--- src/rtl/ram_uart_dumper.sv ---
// rtl/ram_uart_dumper.sv - reads a RAM image after processor completion and sends it as 8N1 UART frames
//
// Purpose: after the processor's completion pulse, fetches NUM_BYTES bytes starting at
// START_ADDR from the data RAM (one-cycle read latency) and serialises each byte on tx,
// LSB first, with CLKS_PER_BIT clocks per bit.
//
// Optional feature macro: DUMP_CHECKSUM_EN appends one frame carrying the mod-256 sum
// of all dumped bytes, sent immediately after the last image frame.
//
// Ports:
//   clk        system clock, rising edge
//   rst        asynchronous active-high reset
//   start      completion pulse from the processor, acted on only while idle
//   ram_addr   data RAM read address (holds between reads)
//   ram_r_en   data RAM read enable, high only during the fetch cycle
//   ram_data   RAM read data, valid the cycle after ram_r_en
//   tx         UART serial output, idles high
//   busy       high while a dump is in progress
//   dump_done  one-cycle pulse after the final stop bit

module ram_uart_dumper #(
    parameter int CLKS_PER_BIT = 868,
    parameter int ADDR_W       = 16,
    parameter int START_ADDR   = 0,
    parameter int NUM_BYTES    = 65536
) (
    input  logic              clk,
    input  logic              rst,
    input  logic              start,
    output logic [ADDR_W-1:0] ram_addr,
    output logic              ram_r_en,
    input  logic [7:0]        ram_data,
    output logic              tx,
    output logic              busy,
    output logic              dump_done
);

    localparam int CNT_W = (CLKS_PER_BIT > 1) ? $clog2(CLKS_PER_BIT) : 1;
    localparam int BCNT_W = ADDR_W + 1;
    localparam logic [CNT_W-1:0]  BAUD_LAST = CNT_W'(CLKS_PER_BIT - 1);
    localparam logic [BCNT_W-1:0] LAST_BYTE = BCNT_W'(NUM_BYTES - 1);
    localparam logic [ADDR_W-1:0] ADDR_INIT = ADDR_W'(START_ADDR);

    typedef enum logic [2:0] {
        S_IDLE,
        S_READ,
        S_CAPTURE,
        S_START,
        S_DATA,
        S_STOP,
`ifdef DUMP_CHECKSUM_EN
        S_CKSUM,
`endif
        S_FINISH
    } state_t;

    state_t              r_state;
    state_t              w_state_next;
    logic                r_start;
    logic [ADDR_W-1:0]   r_addr;
    logic [BCNT_W-1:0]   r_count;
    logic [CNT_W-1:0]    r_baud;
    logic [3:0]          r_bit;
    logic [7:0]          r_shift;
    logic                w_baud_end;
    logic                w_line_state;
`ifdef DUMP_CHECKSUM_EN
    logic [7:0]          r_cksum;
`endif

    assign w_baud_end = (r_baud == BAUD_LAST);

    // The bit-period counter only runs while a frame is on the line.
    always_comb begin
        w_line_state = 1'b0;
        case (r_state)
            S_START, S_DATA, S_STOP: w_line_state = 1'b1;
`ifdef DUMP_CHECKSUM_EN
            S_CKSUM:                 w_line_state = 1'b1;
`endif
            default:                 w_line_state = 1'b0;
        endcase
    end

    always_ff @(posedge clk or posedge rst) begin
        if (rst) begin
            r_state <= S_IDLE;
        end else begin
            r_state <= w_state_next;
        end
    end

    always_comb begin
        w_state_next = r_state;
        tx           = 1'b1;
        busy         = (r_state != S_IDLE);
        dump_done    = 1'b0;
        ram_r_en     = 1'b0;
        ram_addr     = r_addr;
        case (r_state)
            S_IDLE: begin
                if (r_start) begin
                    w_state_next = S_READ;
                end
            end
            S_READ: begin
                ram_r_en     = 1'b1;
                w_state_next = S_CAPTURE;
            end
            S_CAPTURE: begin
                w_state_next = S_START;
            end
            S_START: begin
                tx = 1'b0;
                if (w_baud_end) begin
                    w_state_next = S_DATA;
                end
            end
            S_DATA: begin
                tx = r_shift[0];
                if (w_baud_end && (r_bit == 4'd7)) begin
                    w_state_next = S_STOP;
                end
            end
            S_STOP: begin
                if (w_baud_end) begin
                    if (r_count == LAST_BYTE) begin
`ifdef DUMP_CHECKSUM_EN
                        w_state_next = S_CKSUM;
`else
                        w_state_next = S_FINISH;
`endif
                    end else begin
                        w_state_next = S_READ;
                    end
                end
            end
`ifdef DUMP_CHECKSUM_EN
            // Whole frame in one state: slot 0 start bit, 1..8 data, 9 stop.
            S_CKSUM: begin
                if (r_bit == 4'd0) begin
                    tx = 1'b0;
                end else if (r_bit == 4'd9) begin
                    tx = 1'b1;
                end else begin
                    tx = r_shift[0];
                end
                if (w_baud_end && (r_bit == 4'd9)) begin
                    w_state_next = S_FINISH;
                end
            end
`endif
            S_FINISH: begin
                dump_done    = 1'b1;
                w_state_next = S_IDLE;
            end
            default: begin
                w_state_next = S_IDLE;
            end
        endcase
    end

    // Datapath: registered start, address/byte counters, bit timing and shifter.
    always_ff @(posedge clk or posedge rst) begin
        if (rst) begin
            r_start <= 1'b0;
            r_addr  <= '0;
            r_count <= '0;
            r_baud  <= '0;
            r_bit   <= '0;
            r_shift <= '0;
`ifdef DUMP_CHECKSUM_EN
            r_cksum <= '0;
`endif
        end else begin
            r_start <= start;

            if (w_line_state && !w_baud_end) begin
                r_baud <= r_baud + CNT_W'(1);
            end else begin
                r_baud <= '0;
            end

            case (r_state)
                S_IDLE: begin
                    if (r_start) begin
                        r_addr  <= ADDR_INIT;
                        r_count <= '0;
`ifdef DUMP_CHECKSUM_EN
                        r_cksum <= '0;
`endif
                    end
                end
                S_CAPTURE: begin
                    r_shift <= ram_data;
                    r_bit   <= '0;
`ifdef DUMP_CHECKSUM_EN
                    r_cksum <= r_cksum + ram_data;
`endif
                end
                S_DATA: begin
                    if (w_baud_end) begin
                        r_shift <= {1'b0, r_shift[7:1]};
                        r_bit   <= r_bit + 4'd1;
                    end
                end
                S_STOP: begin
                    if (w_baud_end) begin
                        if (r_count != LAST_BYTE) begin
                            r_addr  <= r_addr + ADDR_W'(1);
                            r_count <= r_count + BCNT_W'(1);
                        end else begin
`ifdef DUMP_CHECKSUM_EN
                            r_shift <= r_cksum;
                            r_bit   <= '0;
`endif
                        end
                    end
                end
`ifdef DUMP_CHECKSUM_EN
                S_CKSUM: begin
                    if (w_baud_end) begin
                        r_bit <= r_bit + 4'd1;
                        if (r_bit != 4'd0) begin
                            r_shift <= {1'b0, r_shift[7:1]};
                        end
                    end
                end
`endif
                default: begin
                end
            endcase
        end
    end

endmodule
--- config.mk ---
export PLATFORM = sky130hd
export DESIGN_NAME = ram_uart_dumper
export DESIGN_NICKNAME = d
export VERILOG_FILES = /design/src/rtl/ram_uart_dumper.sv
export SDC_FILE = /design/constraint.sdc
export NUM_CORES = 1
export LEC_CHECK = 0
export CAP_MARGIN = 20
export CORE_MARGIN = 8
export CORE_UTILIZATION = 50
export DETAILED_ROUTE_END_ITERATION = 10
export PLACE_DENSITY = 0.74
export SYNTH_ARGS = -nofsm -noshare
export SYNTH_HDL_FRONTEND = slang
export SYNTH_SLANG_ARGS = --single-unit
--- constraint.sdc ---
create_clock -name clk -period 6.86 [get_ports clk]
set_input_delay 1.372 -clock clk [delete_from_list [all_inputs] [get_ports clk]]
set_output_delay 1.372 -clock clk [all_outputs]
set_load 0.02 [all_outputs]
After elaboration in Yosys (flattened, before gate mapping). Cells that the tools add are included.

Flip-flop bits (word level): 59. Bits in latches: 0. Bits in writable memories: 0. ROM bits: 0. Input bits: 11. Output and inout bits: 20. Logic and storage cells: 61. Memories kept: 0.

Add/subtract/negate cells: 4. Multipliers: 0. Div/mod/pow operators: 0. $lt $le $gt $ge: 0. Equal/unequal tests: 16. Shift-type cells: 0. Multiplexer cells: 23. Bitwise logic cells: 0. Reductions and logical operators: 11.

Operator list (number): 17-bit 2-to-1 mux (3); 16-bit 2-to-1 mux (3); 17-bit one-hot mux with 2 select lines (1); 16-bit one-hot mux with 2 select lines (1); 3-bit one-hot mux with 6 select lines (1); 17-bit by 1-bit adder with 17-bit output, second input constant (1); 17-bit by 16-bit equality test with 1-bit output, second input constant (1); 17-bit by 16-bit != test with 1-bit output, second input constant (1); 16-bit by 1-bit adder with 16-bit output, second input constant (1); 8-bit one-hot mux with 2 select lines (1); 3-bit 2-to-1 mux (5); 2-bit != test, second input constant (6); 10-bit by 1-bit adder with 10-bit output, second input constant (1); 10-bit equality test, second input constant (1); 10-bit 2-to-1 mux (1); 3-bit equality test, second input constant (3); 8-bit 2-to-1 mux (1); 4-bit one-hot mux with 2 select lines (1); 4-bit AND reduction (2); 3-bit by 2-bit equality test with 1-bit output, second input constant (2); 4-bit by 1-bit adder with 4-bit output, second input constant (1); 4-bit by 3-bit equality test with 1-bit output, second input constant (1); 4-bit 2-to-1 mux (1); 2-bit nonzero test (2); other kinds (9) (12).

Longest topological paths before layout. Gate-level depths: netlist of the first run.

Depth after elaboration: 5. Mapped depth: 10. Gate-level depth less buffers: 9.

Worst setup path after synthesis of the first run. Ideal clock, no wire load.

Kind: flip-flop to output port. Start: register r_state[0]. End: output port ram_r_en. Arrival: 1234 ps. Required time: 5488 ps. Setup slack: 4254 ps. Cell stages (with the launch flop): 5. Path buffers: 2. Cell sequence: dfrtp_1 -> buf_2 -> clkbuf_1 -> nand2_1 -> nor2_1.

Word-level cells in the longest chain between the ends: 2.

Ends and longest elaborated chain: from (decl) (RTL line 57) `state_t r_state;`; from (signal assigned) (RTL line 89) `r_state <= w_state_next;`; 3-bit by 1-bit equality test with 1-bit output (RTL line 100) `case (r_state)`; 1-bit 2-to-1 mux (RTL line 100); to (decl) (RTL line 31) `output logic ram_r_en,`.

No other way between the ends.

Worst setup path in the final report of the first run.
Start: register r_state[0]. End: output port tx.

Word-level cells in the longest chain between the ends: 2. Elaborated cells on any way between the ends: 3. Classes of those cells: eq/ne (2); mux (1).

Ends and longest elaborated chain: 3-bit equality test or 3-bit by 2-bit equality test with 1-bit output (tied branches) (RTL line 100); 1-bit one-hot mux with 2 select lines (*) (RTL line 100); to (decl) (RTL line 33) `output logic tx,`.

Mark *: on every way between the ends. The rest lies on a longest branch, timed or not.

==> flow_metrics.tcl, run 1 <==
set metrics [dict create \
    p_leak_nw 1.578 \
    ys_warn_count 0 \
    seq_area_frac_synth_pct 43.88 \
    finalSetupViolCount 0 \
    skew_ns 0.01389 \
    multi_input_area_sq_um 1732 \
    hold_buffers 0 \
    io_pins 31 \
    p_per_area_nw_per_um2 235.1 \
    grt_overflow 0 \
    io_buffer_count 30 \
    ys_types 59 \
    area_growth_pct 14.47 \
    ctsLongestPathBuffers 2 \
    grt_max_degree 60 \
    rows 30 \
    syn_inst 363 \
    cpMostUsedCell "nor2_1" \
    die_w_microns 98.03 \
    gr-usage-all-layers_pct 16.68 \
    status "finished, final reports clean" \
    start_util_pct 50.64 \
    fmax_ghz 0.2801 \
    ys_async_sr_fraction_pct 100.0 \
    n_antenna_cell 0 \
    path_max_fanout 24 \
    cts_tree "done" \
    synth_nets 379 \
    ys.flop_type "dfrtp_1" \
    maxCapViolations 0 \
    drtIter0Drc 133 \
    hold_viol_final 0 \
    endpoint_kind "output pin" \
    finalCritPeriodShare_pct 52.04 \
    start_kind "register" \
    fp.coreArea_sq_um 6644 \
    critical-path-top-delay-family "flip-flops" \
    layout_common_cells "dfrtp_1 (59), nand2_1 (45), clkdlybuf4s50_1 (30), o21ai_0 (26), a31oi_1 (23)" \
    clkTransAtPathRegs_ns 0.07 \
    vias_per_cell 6.015 \
    cts_buffers 9 \
    power.total_mw 0.9054 \
    gp_congestion 0.8290 \
    required_ns 5.49 \
    seq_area_sq_um 1476 \
    drc 0 \
    critical_path.max_stage_delay_ns 0.78 \
    fillers 546 \
    final_common_cell "dfrtp_1" \
    antenna_left 0 \
    drt-total-wl_microns 7477 \
    syn_area_per_cell_sq_um 9.269 \
    rsz0062_at_grt "false" \
    nets 401 \
    min_path_type "reg -> reg" \
    vias 2821 \
    grt_first_pass_wirelength_microns 13180 \
    arrival_ns 2.20 \
    crit_path_cell_trace "nor2_1 -> nand2_1 -> nor2_1 -> a21oi_1 -> clkdlybuf4s50_1" \
    drive_gt1_share_pct 9.254 \
    grt_pass1_vias 2779 \
    antenna_found_initial 0 \
    clock-root-buffer "clkbuf_8" \
    final.setup.tns_ns 0 \
    worst-path-buf-inv 1 \
    htree_levels 3 \
    ys_seq_elements 59 \
    period_minus_slack_ns 3.570 \
    postCtsSetupBuffers 0 \
    slew_violations 0 \
    clock_sinks 59 \
    netlist_area_sq_um 3364 \
    insertion_delay_ns 0.34 \
    crit_slowest_cell "dfrtp_1" \
    ctsResizeCount 0 \
    path_class "reg -> out" \
    ir_worst_vdd_mv 0.1998 \
    drtPass1Iterations 4 \
    routedWlPerCell_microns 15.94 \
    worstMarginPinSlew_ns 0.9527 \
    die_y_microns 98.03 \
    relSlewSlack_pct 36.01 \
    dp_hpwl_microns 5033 \
    fp.dieArea_sq_um 9610 \
    synth_edf_count 0 \
]
[final timing paths]
kind / start / slack [ns] / cells after the start / endpoint
worst min-delay path: r_baud[0]$_DFF_PP0_ / 0.48 / 1 / r_baud[0]$_DFF_PP0_
min in group asynchronous: rst / 1.57 / 3 / ram_addr[15]$_DFFE_PP0P_
worst min register to register: r_baud[0]$_DFF_PP0_ / 0.48 / 1 / r_baud[0]$_DFF_PP0_
worst max register to register: r_count[0]$_DFFE_PP0P_ / 3.59 / 10 / r_count[11]$_DFFE_PP0P_
max in group asynchronous: rst / 4.78 / 3 / r_baud[7]$_DFF_PP0_
worst max-delay path: r_state[0]$_DFFE_PP0P_ / 3.29 / 5 / tx
[Yosys cell counts, types with 4 or more instances]
| library cell | number | area (sq um) |
|---|---|---|
| a21oi_1 | 19 | 95.09 |
| a31oi_1 | 23 | 143.9 |
| a41oi_1 | 6 | 52.55 |
| and2_1 | 6 | 37.54 |
| and3_1 | 5 | 31.28 |
| buf_2 | 5 | 25.02 |
| clkbuf_1 | 11 | 41.29 |
| dfrtp_1 | 59 | 1476 |
| ha_1 | 5 | 62.56 |
| inv_1 | 7 | 26.28 |
| mux2i_1 | 12 | 120.1 |
| nand2_1 | 45 | 168.9 |
| nand2b_1 | 6 | 37.54 |
| nand3_1 | 16 | 80.08 |
| nand4_1 | 12 | 75.07 |
| nor2_1 | 19 | 71.32 |
| nor2b_1 | 4 | 25.02 |
| nor4_1 | 5 | 31.28 |
| o21a_1 | 6 | 45.04 |
| o21ai_0 | 26 | 130.1 |
| o31ai_1 | 4 | 30.03 |
| xor2_1 | 5 | 43.79 |
[power by group]
part / internal [mW] / leakage (nW) / total, mW / switching, mW
combinational: 0.0686 / 0.682 / 0.156 / 0.0871
clock: 0.185 / 0.0995 / 0.321 / 0.136
sequential: 0.384 / 0.797 / 0.429 / 0.0448
[layout make-up]
class / count / share of cell area [%]
Clock buffer: 13 / 4.126
Timing Repair Buffer: 33 / 8.382
Clock inverter: 2 / 0.9097
Sequential cell: 59 / 38.34
Multi-Input combinational cell: 275 / 44.96
Tap cell: 80 / 2.599
Inverter: 7 / 0.6823
[metrics by stage]
stage	hold slack [ns]	setup slack [ns]	instances	instance area, sq um	utilization, %
floorplan	0.4476	4.032	363	3364	-
global placement	0.4623	3.710	453	3650	54.93
detailed placement	0.4756	3.630	453	3650	54.93
CTS	0.4857	3.290	468	3844	57.85
global route	0.5099	3.115	469	3851	57.97
finish	0.4826	3.290	469	3851	57.97
[logic make-up (layout without fill, tap and decap cells)]
logic type | Yosys count | after routing | synth area share (%)
compound gates | 100 | 100 | 18.78
mux | 12 | 12 | 3.570
flops | 59 | 59 | 43.88
fa+ha+maj | 5 | 5 | 1.859
buf+inv | 29 | 55 | 4.797
xor+xnor | 7 | 7 | 1.822
simple gates | 151 | 151 | 25.29
[state kept, by name (all words and copies together), names as in the netlist]
signal    cells
r_state       3
r_baud       10
ram_addr     16
r_bit         4
r_start       1
r_shift       8
r_count      17
[metal layers]
layer	GRT usage [%]	part of all wire, %
met5	0	0
met4	7.794	1.3
met3	3.983	4.6
met2	27.13	47
met1	20.35	47
No activity file was read; power rests on OpenSTA's default activity.
==> inputs of run 2 (changes only) <==
Clock period 6.86 ns to 3.3 ns, I/O delays scaled along.
==> run 2 against run 1 <==
Clock skew fell by 0.0046 ns. Critical path depth fell by 2. Combinational power rose by 130%. Largest cell class unchanged. Critical endpoint is now dump_done. First-iteration DRC count fell by 2.3%. Via count rose by 1.5%. Register-to-register slack got worse by 3.0 ns. Worst setup slack got worse by 2.7 ns. Largest power group unchanged. Global-route usage fell by 0.15 points.
==> flow_metrics.tcl, run 2 (synthesis results as in run 1) <==
set metrics [dict create \
    gp_congestion 0.7872 \
    final_common_cell "dfrtp_1" \
    fillers 557 \
    ir_worst_vdd_mv 0.3924 \
    path_class "reg -> out" \
    drt-total-wl_microns 7672 \
    final.setup.tns_ns 0 \
    endpoint_kind "output pin" \
    seq_power_share_pct 46.2 \
    critical_path.max_stage_delay_ns 0.74 \
    vias_per_cell 6.027 \
    largest_reg_flops 17 \
    dp_slack_ns 0.6605 \
    drive_gt1_share_pct 10.63 \
    fmax_ghz 0.3629 \
    htree_levels 3 \
    p_leak_nw 1.610 \
    fp.coreArea_sq_um 6644 \
    slew_violations 0 \
    postCtsSetupBuffers 0 \
    pwr-share-clk_pct 35.0 \
    fp.dieArea_sq_um 9610 \
    insertion_delay_ns 0.34 \
    place_area_sq_um 3702 \
    io_buffer_count 30 \
    layout_common_cells "dfrtp_1 (59), nand2_1 (45), clkdlybuf4s50_1 (30), o21ai_0 (26), a31oi_1 (23)" \
    skew_ns 0.009268 \
    p_per_area_nw_per_um2 486.3 \
    finalCritPeriodShare_pct 83.51 \
    seq_area_sq_um 1476 \
    arrival_ns 2.10 \
    cts_buffers 9 \
    ctsLongestPathBuffers 2 \
    top_register "r_count" \
    power.total_mw 1.895 \
    grt_overflow 0 \
    nets 407 \
    grt_max_degree 27 \
    worstMarginPinSlew_ns 0.6286 \
    path_max_fanout 22 \
    hold_buffers 0 \
    antenna_left 0 \
    vias 2863 \
    finalSetupViolCount 0 \
    relSlewSlack_pct 58.09 \
    maxCapViolations 0 \
    fin_ws_ns 0.5440 \
    worst-path-buf-inv 1 \
    rsz0062_at_grt "false" \
    start_kind "register" \
    drc 0 \
    io_pins 31 \
    pwr-share-comb_pct 18.8 \
    status "finished, final reports clean" \
    power_switching_mw 0.5605 \
    final_cell_area_sq_um 3896 \
    ctsResizeCount 0 \
    grt_first_pass_wirelength_microns 13110 \
    grt_pass1_vias 2764 \
    drtIter0Drc 130 \
    routedWlPerCell_microns 16.15 \
    clock-root-buffer "clkbuf_8" \
    period_minus_slack_ns 2.756 \
    clkTransAtPathRegs_ns 0.06 \
    n_antenna_cell 0 \
    clock_sinks 59 \
    start_util_pct 50.64 \
    rows 30 \
    hold_viol_final 0 \
    min_path_type "reg -> reg" \
    dp_hpwl_microns 5257 \
    antenna_found_initial 0 \
    crit_slowest_cell "dfrtp_1" \
    gr-usage-all-layers_pct 16.53 \
    multi_input_area_sq_um 1732 \
    drtPass1Iterations 4 \
    area_growth_pct 15.81 \
    cts_tree "done" \
    p_int_mw 1.334 \
    critical-path-top-delay-family "flip-flops" \
    required_ns 2.64 \
    crit_path_cell_trace "and2_1 -> nor2b_1 -> clkdlybuf4s50_1" \
    switching_share_pct 29.58 \
    die_y_microns 98.03 \
    holdWs_ns 0.4781 \
    die_w_microns 98.03 \
]
-- run 2: through the flow --
| step | std cells | utilization (%) |
|---|---|---|
| 2_1_floorplan | 363 | - |
| 3_3_place_gp | 460 | 55.73 |
| 3_5_place_dp | 460 | 55.73 |
| 4_1_cts | 475 | 58.64 |
| 5_1_grt | 475 | 58.64 |
| 6_report | 475 | 58.64 |
-- run 2: final timing paths --
path                                             start                       end  slack [ns]  depth (start not counted)
worst max-delay path            r_state[2]$_DFFE_PP0P_                 dump_done        0.54                          3
worst min-delay path            r_shift[3]$_DFFE_PP0P_    r_shift[3]$_DFFE_PP0P_        0.48                          2
worst max register to register  r_count[0]$_DFFE_PP0P_  ram_addr[14]$_DFFE_PP0P_        0.61                          9
worst min register to register  r_shift[3]$_DFFE_PP0P_    r_shift[3]$_DFFE_PP0P_        0.48                          2
max in group asynchronous                          rst       r_baud[3]$_DFF_PP0_        1.96                          3
min in group asynchronous                          rst  ram_addr[15]$_DFFE_PP0P_        0.69                          2
-- run 2: cell type report --
class / instances / share of cell area (%)
timing repair buffer: 39 / 9.441
tap: 80 / 2.569
multi-input combinational: 275 / 44.44
sequential: 59 / 37.89
inverter: 7 / 0.6744
clock buffer: 13 / 4.078
clock inverter: 2 / 0.8992
-- run 2: per-layer routing --
layer	up-vias	track usage [%]	share of wire, %
met3	8	4.623	5.8
met5	-	0	0
met4	0	5.755	0.89
met2	78	26.82	48
li1	1400	-	-
met1	1377	20.56	45
-- run 2: power by group through the flow --
stage | logic (mW) | registers, mW | clock network (mW)
detailed placement | 0.357 | 0.890 | 0
global route | 0.403 | 0.888 | 0.709
finish | 0.356 | 0.876 | 0.663
global placement | 0.349 | 0.882 | 0
floorplan | 0.275 | 0.856 | 0
CTS | 0.361 | 0.878 | 0.675
-- run 2: tightest hold or removal path, cell delays in order, from the launching register on --
cell,delay [ns]
dfrtp_1,0.34
nand2_1,0.04
o21ai_0,0.06
